**src/rtl/spi_sram_slave_if.sv**
```systemverilog
// Pin-side SPI signals and byte-wide synchronous memory port of the SPI SRAM target.
// The slave modport is the target; the master modport is the SPI master plus the memory.
interface spi_sram_slave_if #(
   parameter int unsigned ADDR_W = 24
);
   logic              spi_sclk;
   logic              spi_cs_n;
   logic              spi_mosi;
   logic              spi_miso;
   logic              spi_miso_oe;
   logic [ADDR_W-1:0] mem_addr;
   logic              mem_en;
   logic              mem_wr;
   logic [7:0]        mem_wdata;
   logic [7:0]        mem_rdata;

   modport slave (
      input  spi_sclk, spi_cs_n, spi_mosi, mem_rdata,
      output spi_miso, spi_miso_oe, mem_addr, mem_en, mem_wr, mem_wdata
   );

   modport master (
      output spi_sclk, spi_cs_n, spi_mosi, mem_rdata,
      input  spi_miso, spi_miso_oe, mem_addr, mem_en, mem_wr, mem_wdata
   );
endinterface

```
**src/rtl/spi_sram_slave.sv**
```systemverilog
// SPI mode-0 SRAM target (read 0x03, fast read 0x0B, write 0x02) with oversampled pins
// driving a single-strobe synchronous byte memory port.
module spi_sram_slave #(
   parameter int unsigned ADDR_W      = 24,
   parameter int unsigned SYNC_STAGES = 2
) (
   input  logic            clk,
   input  logic            rst_n,
   spi_sram_slave_if.slave bus,
   output logic            active,
   output logic            cmd_err
);
   typedef enum logic [2:0] {IDLE, CMD, ADDR, DUMMY, WRITE, READ, IGNORE} state_t;

   localparam int unsigned CNT_W      = 5;
   localparam int unsigned SPI_ADDR_W = 24;

   logic [SYNC_STAGES-1:0] sclk_sync;
   logic [SYNC_STAGES-1:0] cs_sync;
   logic [SYNC_STAGES-1:0] mosi_sync;
   logic                   sclk_prev;
   logic                   sclk_s;
   logic                   cs_s;
   logic                   mosi_s;
   logic                   rise;
   logic                   fall;

   state_t                  state;
   logic [CNT_W-1:0]        bit_cnt;
   logic [6:0]              rx_sh;
   logic [7:0]              tx_sh;
   logic [SPI_ADDR_W-2:0]   addr_sh;
   logic [ADDR_W-1:0]       addr;
   logic                    is_wr;
   logic                    is_dummy;
   logic                    rd_wait;
   logic                    miso_q;
   logic                    miso_oe_q;
   logic [ADDR_W-1:0]       mem_addr_q;
   logic                    mem_en_q;
   logic                    mem_wr_q;
   logic [7:0]              mem_wdata_q;

   logic [7:0]              rx_byte;
   logic [SPI_ADDR_W-1:0]   addr_full;
   logic [ADDR_W-1:0]       addr_inc;

   assign sclk_s    = sclk_sync[SYNC_STAGES-1];
   assign cs_s      = cs_sync[SYNC_STAGES-1];
   assign mosi_s    = mosi_sync[SYNC_STAGES-1];
   assign rise      = sclk_s & ~sclk_prev;
   assign fall      = ~sclk_s & sclk_prev;
   assign rx_byte   = {rx_sh, mosi_s};
   assign addr_full = {addr_sh, mosi_s};
   assign addr_inc  = addr + ADDR_W'(1);

   assign bus.spi_miso    = miso_q;
   assign bus.spi_miso_oe = miso_oe_q;
   assign bus.mem_addr    = mem_addr_q;
   assign bus.mem_en      = mem_en_q;
   assign bus.mem_wr      = mem_wr_q;
   assign bus.mem_wdata   = mem_wdata_q;

   always_ff @(posedge clk) begin
      if (!rst_n) begin
         sclk_sync   <= '0;
         cs_sync     <= '1;
         mosi_sync   <= '0;
         sclk_prev   <= 1'b0;
         state       <= IDLE;
         bit_cnt     <= '0;
         rx_sh       <= '0;
         tx_sh       <= '0;
         addr_sh     <= '0;
         addr        <= '0;
         is_wr       <= 1'b0;
         is_dummy    <= 1'b0;
         rd_wait     <= 1'b0;
         miso_q      <= 1'b0;
         miso_oe_q   <= 1'b0;
         mem_addr_q  <= '0;
         mem_en_q    <= 1'b0;
         mem_wr_q    <= 1'b0;
         mem_wdata_q <= '0;
         active      <= 1'b0;
         cmd_err     <= 1'b0;
      end else begin
         sclk_sync <= {sclk_sync[SYNC_STAGES-2:0], bus.spi_sclk};
         cs_sync   <= {cs_sync[SYNC_STAGES-2:0], bus.spi_cs_n};
         mosi_sync <= {mosi_sync[SYNC_STAGES-2:0], bus.spi_mosi};
         sclk_prev <= sclk_s;
         active    <= ~cs_s;
         mem_en_q  <= 1'b0;
         cmd_err   <= 1'b0;
         // read data lands one clk after the memory sampled the strobe
         rd_wait   <= mem_en_q & ~mem_wr_q;
         if (rd_wait) tx_sh <= bus.mem_rdata;

         if (cs_s) begin
            state     <= IDLE;
            bit_cnt   <= '0;
            miso_oe_q <= 1'b0;
            rd_wait   <= 1'b0;
         end else begin
            unique case (state)
               IDLE: begin
                  state   <= CMD;
                  bit_cnt <= '0;
               end
               CMD: if (rise) begin
                  rx_sh   <= rx_byte[6:0];
                  bit_cnt <= bit_cnt + CNT_W'(1);
                  if (bit_cnt == CNT_W'(7)) begin
                     bit_cnt <= '0;
                     unique case (rx_byte)
                        8'h02: begin state <= ADDR; is_wr <= 1'b1; is_dummy <= 1'b0; end
                        8'h03: begin state <= ADDR; is_wr <= 1'b0; is_dummy <= 1'b0; end
                        8'h0B: begin state <= ADDR; is_wr <= 1'b0; is_dummy <= 1'b1; end
                        default: begin state <= IGNORE; cmd_err <= 1'b1; end
                     endcase
                  end
               end
               ADDR: if (rise) begin
                  addr_sh <= addr_full[SPI_ADDR_W-2:0];
                  bit_cnt <= bit_cnt + CNT_W'(1);
                  if (bit_cnt == CNT_W'(SPI_ADDR_W - 1)) begin
                     bit_cnt <= '0;
                     addr    <= ADDR_W'(addr_full);
                     if (is_wr) begin
                        state <= WRITE;
                     end else if (is_dummy) begin
                        state <= DUMMY;
                     end else begin
                        state      <= READ;
                        mem_en_q   <= 1'b1;
                        mem_wr_q   <= 1'b0;
                        mem_addr_q <= ADDR_W'(addr_full);
                     end
                  end
               end
               DUMMY: if (rise) begin
                  bit_cnt <= bit_cnt + CNT_W'(1);
                  if (bit_cnt == CNT_W'(7)) begin
                     bit_cnt    <= '0;
                     state      <= READ;
                     mem_en_q   <= 1'b1;
                     mem_wr_q   <= 1'b0;
                     mem_addr_q <= addr;
                  end
               end
               WRITE: if (rise) begin
                  rx_sh   <= rx_byte[6:0];
                  bit_cnt <= bit_cnt + CNT_W'(1);
                  if (bit_cnt == CNT_W'(7)) begin
                     bit_cnt     <= '0;
                     mem_en_q    <= 1'b1;
                     mem_wr_q    <= 1'b1;
                     mem_addr_q  <= addr;
                     mem_wdata_q <= rx_byte;
                     addr        <= addr_inc;
                  end
               end
               READ: if (fall) begin
                  // bit 0 goes out on the 8th fall while the next byte is fetched
                  miso_oe_q <= 1'b1;
                  miso_q    <= tx_sh[7];
                  tx_sh     <= {tx_sh[6:0], 1'b0};
                  bit_cnt   <= bit_cnt + CNT_W'(1);
                  if (bit_cnt == CNT_W'(7)) begin
                     bit_cnt    <= '0;
                     addr       <= addr_inc;
                     mem_en_q   <= 1'b1;
                     mem_wr_q   <= 1'b0;
                     mem_addr_q <= addr_inc;
                  end
               end
               default: miso_oe_q <= 1'b0;
            endcase
         end
      end
   end
endmodule

```
**src/flat_wrapper.sv**
```systemverilog
// flat-port wrapper written by rule: the top's interface ports become plain ports
module spi_sram_slave_flat 
#(
   parameter int unsigned ADDR_W      = 24,
   parameter int unsigned SYNC_STAGES = 2
)
  (clk, rst_n, active, cmd_err, bus_spi_sclk, bus_spi_cs_n, bus_spi_mosi, bus_mem_rdata, bus_spi_miso, bus_spi_miso_oe, bus_mem_addr, bus_mem_en, bus_mem_wr, bus_mem_wdata);
  spi_sram_slave_if #(.ADDR_W(ADDR_W)) bus_i ();
  input  logic clk;
  input  logic rst_n;
  output logic active;
  output logic cmd_err;
  input wire logic [$bits(bus_i.spi_sclk)-1:0] bus_spi_sclk;
  input wire logic [$bits(bus_i.spi_cs_n)-1:0] bus_spi_cs_n;
  input wire logic [$bits(bus_i.spi_mosi)-1:0] bus_spi_mosi;
  input wire logic [$bits(bus_i.mem_rdata)-1:0] bus_mem_rdata;
  output wire logic [$bits(bus_i.spi_miso)-1:0] bus_spi_miso;
  output wire logic [$bits(bus_i.spi_miso_oe)-1:0] bus_spi_miso_oe;
  output wire logic [$bits(bus_i.mem_addr)-1:0] bus_mem_addr;
  output wire logic [$bits(bus_i.mem_en)-1:0] bus_mem_en;
  output wire logic [$bits(bus_i.mem_wr)-1:0] bus_mem_wr;
  output wire logic [$bits(bus_i.mem_wdata)-1:0] bus_mem_wdata;
  assign bus_i.spi_sclk = bus_spi_sclk;
  assign bus_i.spi_cs_n = bus_spi_cs_n;
  assign bus_i.spi_mosi = bus_spi_mosi;
  assign bus_i.mem_rdata = bus_mem_rdata;
  assign bus_spi_miso = bus_i.spi_miso;
  assign bus_spi_miso_oe = bus_i.spi_miso_oe;
  assign bus_mem_addr = bus_i.mem_addr;
  assign bus_mem_en = bus_i.mem_en;
  assign bus_mem_wr = bus_i.mem_wr;
  assign bus_mem_wdata = bus_i.mem_wdata;
  spi_sram_slave #(.ADDR_W(ADDR_W), .SYNC_STAGES(SYNC_STAGES)) u_core (.clk(clk), .rst_n(rst_n), .bus(bus_i), .active(active), .cmd_err(cmd_err));
endmodule
```
**config.mk**
```make
export PLATFORM = sky130hd
export DESIGN_NAME = spi_sram_slave_flat
export DESIGN_NICKNAME = d
export VERILOG_FILES = /design/src/rtl/spi_sram_slave_if.sv /design/src/rtl/spi_sram_slave.sv /design/src/flat_wrapper.sv
export SDC_FILE = /design/constraint.sdc
export NUM_CORES = 1
export LEC_CHECK = 0
export BUFFER_PORTS_ARGS = -buffer_cell sky130_fd_sc_hd__buf_2
export CORE_MARGIN = 10
export CORE_UTILIZATION = 50
export DETAILED_ROUTE_END_ITERATION = 7
export HOLD_SLACK_MARGIN = 0.12
export PLACE_DENSITY = 0.75
export SETUP_SLACK_MARGIN = 0.3
export SYNTH_ARGS = -nofsm -noshare
export SYNTH_HDL_FRONTEND = slang
export SYNTH_SLANG_ARGS = --single-unit
```
**constraint.sdc**
```tcl
create_clock -name clk -period 2.4 [get_ports clk]
set_input_delay 0.12 -clock clk [delete_from_list [all_inputs] [get_ports clk]]
set_output_delay 0.12 -clock clk [all_outputs]
set_load 0.05 [all_outputs]
```
Word-level counts from Yosys, hierarchy flattened
Index checks and enable logic that the tools add are counted.
{"block": "word_totals", "ff_bits": 118, "input_bits": 13, "output_inout_bits": 38, "word_cells": 147}
{"block": "op_classes", "addsub": 2, "eq_ne": 25, "n_mux": 58, "bitwise": 12, "n_reduce_logical": 29}
{"op": "$mux 24", "n": 13}
{"op": "$pmux 24 s3", "n": 2}
{"op": "$mux 8", "n": 4}
{"op": "$mux 3", "n": 9}
{"op": "$ne 2x1->1 const B", "n": 13}
{"op": "$mux 5", "n": 5}
{"op": "$add 24x1->24 const B", "n": 1}
{"op": "$pmux 5 s4", "n": 1}
{"op": "$reduce_and 10->1", "n": 2}
{"op": "$mux 1", "n": 18}
{"op": "$eq 8x2->1 const B", "n": 2}
{"op": "$pmux 3 s4", "n": 1}
{"op": "$reduce_bool 4->1", "n": 3}
{"op": "$reduce_and 5->1", "n": 2}
{"op": "$reduce_or 2->1", "n": 5}
{"op": "$reduce_or 5->1", "n": 2}
{"op": "$not 1->1", "n": 9}
{"op": "$reduce_and 3->1", "n": 3}
{"op": "$eq 8x4->1 const B", "n": 1}
{"op": "$reduce_and 4->1", "n": 2}
{"op": "$reduce_and 7->1", "n": 1}
{"op": "$eq 3x2->1 const B", "n": 2}
{"op": "$eq 3x3->1 const B", "n": 2}
{"op": "$pmux 1 s2", "n": 3}
{"op": "other kinds (14)", "n": 20}

Depth between registers and ports, before layout
{"block": "depth", "depth_word": 6, "mapped_depth": 10, "mapped_depth_nobuf": 7}

Worst setup path before layout
No wires, ideal clock.
{"block": "synth_path", "path_type": "register to register", "start": "register u_core.bit_cnt[0]", "end": "register u_core.mem_addr_q[16] (netlist: u_core.bus.mem_addr[16])", "arrival_time_ns": 1.900, "required_ns": 2.284, "setup_slack_ns": 0.384, "path_stages_with_launch": 10, "n_path_buf": 3, "path_cell_list": "dfxtp_1 > ha_1 > and3b_1 > buf_2 > nor2b_2 > a211oi_1 > and4bb_1 > buf_4 > buf_2 > o211a_1"}
{"block": "synth_via", "elab_chain_cells": 3, "elab_cells_between_ends": 6, "classes_between": "eq/ne: 5; reduce/logical: 1"}
{"item": "start, declared", "line": "spi_sram_slave.sv:29", "text": "logic [CNT_W-1:0] bit_cnt;"}
{"item": "start signal, assigned", "line": "spi_sram_slave.sv:112", "text": "bit_cnt <= bit_cnt + CNT_W'(1);"}
{"item": "start signal, assigned", "line": "spi_sram_slave.sv:125", "text": "bit_cnt <= bit_cnt + CNT_W'(1);"}
{"item": "start signal, assigned", "line": "spi_sram_slave.sv:142", "text": "bit_cnt <= bit_cnt + CNT_W'(1);"}
{"item": "$eq 5x3->1 / $eq 5x5->1 (equally long branches)"}
{"item": "$ne 2x1->1 (no source line)"}
{"item": "$reduce_and 10->1 (no source line) (*)"}
{"item": "end signal, assigned", "line": "spi_sram_slave.sv:148", "text": "mem_addr_q <= addr;"}
{"item": "end signal, assigned", "line": "spi_sram_slave.sv:158", "text": "mem_addr_q <= addr;"}
{"item": "end signal, assigned", "line": "spi_sram_slave.sv:174", "text": "mem_addr_q <= addr_inc;"}
{"item": "end, declared", "line": "spi_sram_slave.sv:39", "text": "logic [ADDR_W-1:0] mem_addr_q;"}
Every way passes the cells marked *; elsewhere a longest branch is shown, timed or not.
A chain may end at the register's enable or synchronous reset.

Final worst setup path
{"block": "layout_path", "start": "register u_core.sclk_prev", "end": "register u_core.bit_cnt[2]"}
{"block": "layout_via", "elab_chain_cells": 4, "elab_cells_between_ends": 7, "classes_between": "eq/ne: 3; bitwise: 3; reduce/logical: 1"}
{"item": "start, declared", "line": "spi_sram_slave.sv:21", "text": "logic sclk_prev;"}
{"item": "start signal, assigned", "line": "spi_sram_slave.sv:91", "text": "sclk_prev <= sclk_s;"}
{"item": "$not 1->1", "line": "spi_sram_slave.sv:51", "text": "assign rise = sclk_s & ~sclk_prev;"}
{"item": "$and 1x1->1", "line": "spi_sram_slave.sv:51"}
{"item": "$ne 2x1->1 (no source line)"}
{"item": "$reduce_and 4->1 (no source line) (*)"}
Marked as above.

==> metrics.log <==
[metrics] result of the run: finished, final reports clean
[metrics] clock network latency to the later pin of the worst-skew pair: about 420 ps
[metrics] launching point of the worst reg2reg path: u_core.sclk_prev$_SDFF_PN0_
[metrics] GP Congestion: approximately 0.93
[metrics] number of buffer cells added on primary ports: 50
[metrics] CTS H-tree depth: 4
[metrics] Seq pwr share: between 40% and 50%
[metrics] Power Density: ~610 nW/µm²
[metrics] Final setup violation count: 0
[metrics] FF-to-FF setup slack: between 300 and 400 ps
[metrics] slew at the pin with the worst max-slew slack: between 500 and 600 ps
[metrics] chip width: roughly 130 µm
[metrics] post-detail-place hpwl: 13000 µm
[metrics] first-pass GRT wire length: 30300 µm
[metrics] number of cell instances on the worst register-to-register path: 5
[metrics] count of antenna-violating nets left after detailed routing: 0
[metrics] number of library cell types mapped by synthesis: 67
[metrics] Peak VDD IR: between 0.4 and 0.5 mV
[metrics] Via Count: around 6300
[metrics] maximum number of pins on one net before global-route repair: 75
[metrics] total I/O pin count: a little over 50
[metrics] unrepaired setup endpoints after global routing: yes
[metrics] Worst Path Max Fanout: 9
[metrics] number of design-rule violations left by the first detailed-router iteration: 543
[metrics] clock-pin transition on the worst setup and hold timing paths: 60 ps
[metrics] Detailed Route WL: about 19000 µm
[metrics] final hold violation count: 0
[metrics] arrival time at the worst endpoint: about 2400 ps
[metrics] Hold Startpoint: rst_n
[metrics] average vias per placed instance: about 6.1
[metrics] Final nets: 875
[metrics] launch point of the worst path: u_core.sclk_prev$_SDFF_PN0_
[metrics] fraction of power spent switching nets: 23.1%
[metrics] syn_nets: about 810
[metrics] antenna violations before repair: 0
[metrics] asr flop ratio synth: 0%
[metrics] Die Y: between 100 and 150 µm
[metrics] maximum clock rate: between 400 and 500 MHz
[metrics] Psw: roughly 1.1 mW
[metrics] Final Max Tran Viols: 0
[metrics] proportion of netlist area held by the largest area contributor: approximately two fifths
[metrics] area post-placement: 6730 µm²
[metrics] core occupancy in the finished layout: 63.1%
[metrics] synthesis-to-finish area growth: 22.6%
[metrics] startpoint type of the worst setup path: flip-flop
[metrics] DR DRC count: 0
[metrics] count of antenna diodes in the layout: 0
[metrics] Combinational Power Share: 2.4%
[metrics] fraction of layout instances using a drive strength above 1: between 10% and 20%
[metrics] gr ovfl total: 0
[metrics] post-synth design cell area: roughly 6200 µm²
[metrics] Final period util: between 80 and 90%
[metrics] number of enable flip-flop cells after synthesis: 0
[metrics] total clock buffers created by CTS: 17
[metrics] Root Driver: sky130_fd_sc_hd__clkbuf_16
[metrics] average wire per standard cell: roughly 18 µm
[metrics] Main synth FF type: sky130_fd_sc_hd__dfxtp_1
[metrics] cell-internal power: approximately 3.6 mW
[metrics] Cells on Worst Hold Path: 2
[metrics] CTS tree: built
[metrics] classification of the worst-slack hold path: input pin to flip-flop
[metrics] instance count of the mapped netlist: roughly 800
[metrics] worst hold slack: 135 ps
[metrics] leakage power total: 2.89 nW
[metrics] synth warn: 0
[metrics] Setup Crit Path Kind: flip-flop to flip-flop
[metrics] final critical-path required period: between 2000 and 2500 ps
[metrics] data required time at the worst endpoint: about 2800 ps
[metrics] global routing usage summed across all routing layers: between 20% and 30%
[metrics] initial standard-cell utilization of the core: ~51%
[metrics] post-synthesis cell type with the largest combined area: sky130_fd_sc_hd__dfxtp_1
[metrics] Yosys reg bits: 118
[metrics] Site Rows: 40
[metrics] mean post-synth cell area: about 7.8 µm²
[metrics] max_cap viols: 0
[metrics] clock share of power: a little under three fifths
[metrics] Num Clock Sinks: ~120
[metrics] sequential cell area fraction in the yosys report: 38.1%
[metrics] Area contributors post-synth: sky130_fd_sc_hd__dfxtp_1 38%, sky130_fd_sc_hd__nand2_1 6.4%, sky130_fd_sc_hd__a21oi_1 5.9%
[metrics] via count of the first global-routing pass: roughly 5800
[metrics] largest clock skew in the final design: 6.77 ps
[metrics] Rel. slew slack: approximately 62%
[metrics] final std cell area, no fill: between 7000 and 8000 µm²
[metrics] maximum clock insertion buffer count: 2
[metrics] critical path capture point type: flip-flop
[metrics] area inside the core boundary: ~12000 µm²
[metrics] die outline area: between 15000 and 20000 µm²
[metrics] detailed-routing iteration count for the pre-antenna-repair pass: 5
[metrics] Total Negative Setup Slacks: 0 ps
==> cells by family after synthesis <==
group           after synthesis  share of synthesized area (%)
compound gates              238                           24.3
xor+xnor                     12                           1.69
fa+ha+maj                     2                          0.403
buf+inv                      76                           5.56
flops                       118                           38.1
mux                          36                           5.85
simple gates                316                           24.1
==> synthesized netlist by cell type (all sizes together), types with 2 or more instances <==
cell and instances:
o32ai 3, o211ai 5, a211oi 13, a21o 6, inv 9, a21oi 74
and4bb 2, nand2 106, and3 8, nor3b 3, o21ai 52, and2 12
nand4 13, o221a 2, clkinv 2, ha 2, xnor2 4, o311a 2
a22o 6, o21a 4, xor2 8, or3 4, nor3 13, o22ai 10
dfxtp 118, a31oi 18, o2bb2ai 3, mux2i 34, nor2b 13, o31ai 9
o211a 3, a221oi 3, a311oi 2, clkbuf 33, a222oi 2, nand3 24
nand2b 12, mux2 2, a22oi 14, buf 32, nor2 91, nor4 9
==> per-layer routing <==
| layer | GRT usage (%) | wire length [µm] | vias to the layer above |
|---|---|---|---|
| li1 | - | - | 2999 |
| met1 | 26.9 | 8590 | 3011 |
| met2 | 32.7 | 8590 | 264 |
| met3 | 5.45 | 1400 | 35 |
| met4 | 8.96 | 438 | 0 |
| met5 | 0 | 0 | - |
==> state kept, by name, indices dropped and copies added, names as in the netlist, 3 cells and up <==
name / flops
u_core.addr: 24
u_core.addr_sh: 23
u_core.bit_cnt: 5
u_core.bus.mem_addr: 24
u_core.bus.mem_wdata: 8
u_core.rx_sh: 7
u_core.state: 3
u_core.tx_sh: 8
==> layout make-up <==
cell class / instances / area [µm²]
flip-flops and latches: 118 / 2380
inverters: 11 / 41.3
clock inverters: 15 / 173
repair buffers: 108 / 797
well taps: 168 / 210
clock buffers: 17 / 425
multi-input cells: 604 / 3580
fillers: 1030 / 4450
==> timing repair <==
item                                   CTS  global route
setup endpoints to repair               44            53
endpoints found under the hold margin   11             0
pin swaps                                1             2
buffers inserted                         2             3
hold buffers                            11             0
resized for setup                        9            30
gates cloned                             0             1
==> cell usage in the layout, fill, tap and decap left out, drive strengths merged, types with 14 or more instances in the layout <==
cell type	n
dfxtp	118
nand2	106
buf	96
nor2	91
a21oi	74
o21ai	52
mux2i	34
nand3	24
a31oi	18
clkbuf	18
a22oi	14
inv	14
==> stage by stage <==
stage / setup WS [ps] / power [mW] / instances
final: 357 / 4.63 / 1041
after global routing: 269 / 4.76 / 1041
after floorplan: 384 / 2.07 / 798
after global placement: 229 / 2.11 / 992
after detailed placement: 170 / 2.11 / 992
after CTS: 304 / 4.66 / 1037
==> path summary, 6_finish.rpt <==
check | to
min reg2reg | u_core.cs_sync[1]$_SDFF_PN1_
min | u_core.cs_sync[0]$_SDFF_PN1_
max reg2reg | u_core.bit_cnt[2]$_SDFFE_PP0P_
max | u_core.bit_cnt[2]$_SDFFE_PP0P_
==> power groups by stage <==
| stage | sequential [mW] | clock, mW | combinational, mW |
|---|---|---|---|
| final | 1.97 | 2.55 | 0.112 |
| after CTS | 1.97 | 2.58 | 0.109 |
| after global routing | 1.97 | 2.67 | 0.121 |
| after floorplan | 2.01 | 0 | 0.0594 |
| after detailed placement | 2.01 | 0 | 0.0952 |
| after global placement | 2.01 | 0 | 0.0931 |
==> worst max-delay path, stage by stage, from the launching register on <==
cell and delay, ps:
sky130_fd_sc_hd__dfxtp_1 360, sky130_fd_sc_hd__nor2b_1 500, sky130_fd_sc_hd__a31oi_1 160, sky130_fd_sc_hd__o21a_1 290
sky130_fd_sc_hd__or4b_1 520, sky130_fd_sc_hd__a21oi_1 140
Note: power is estimated with default switching activity, not from simulation.
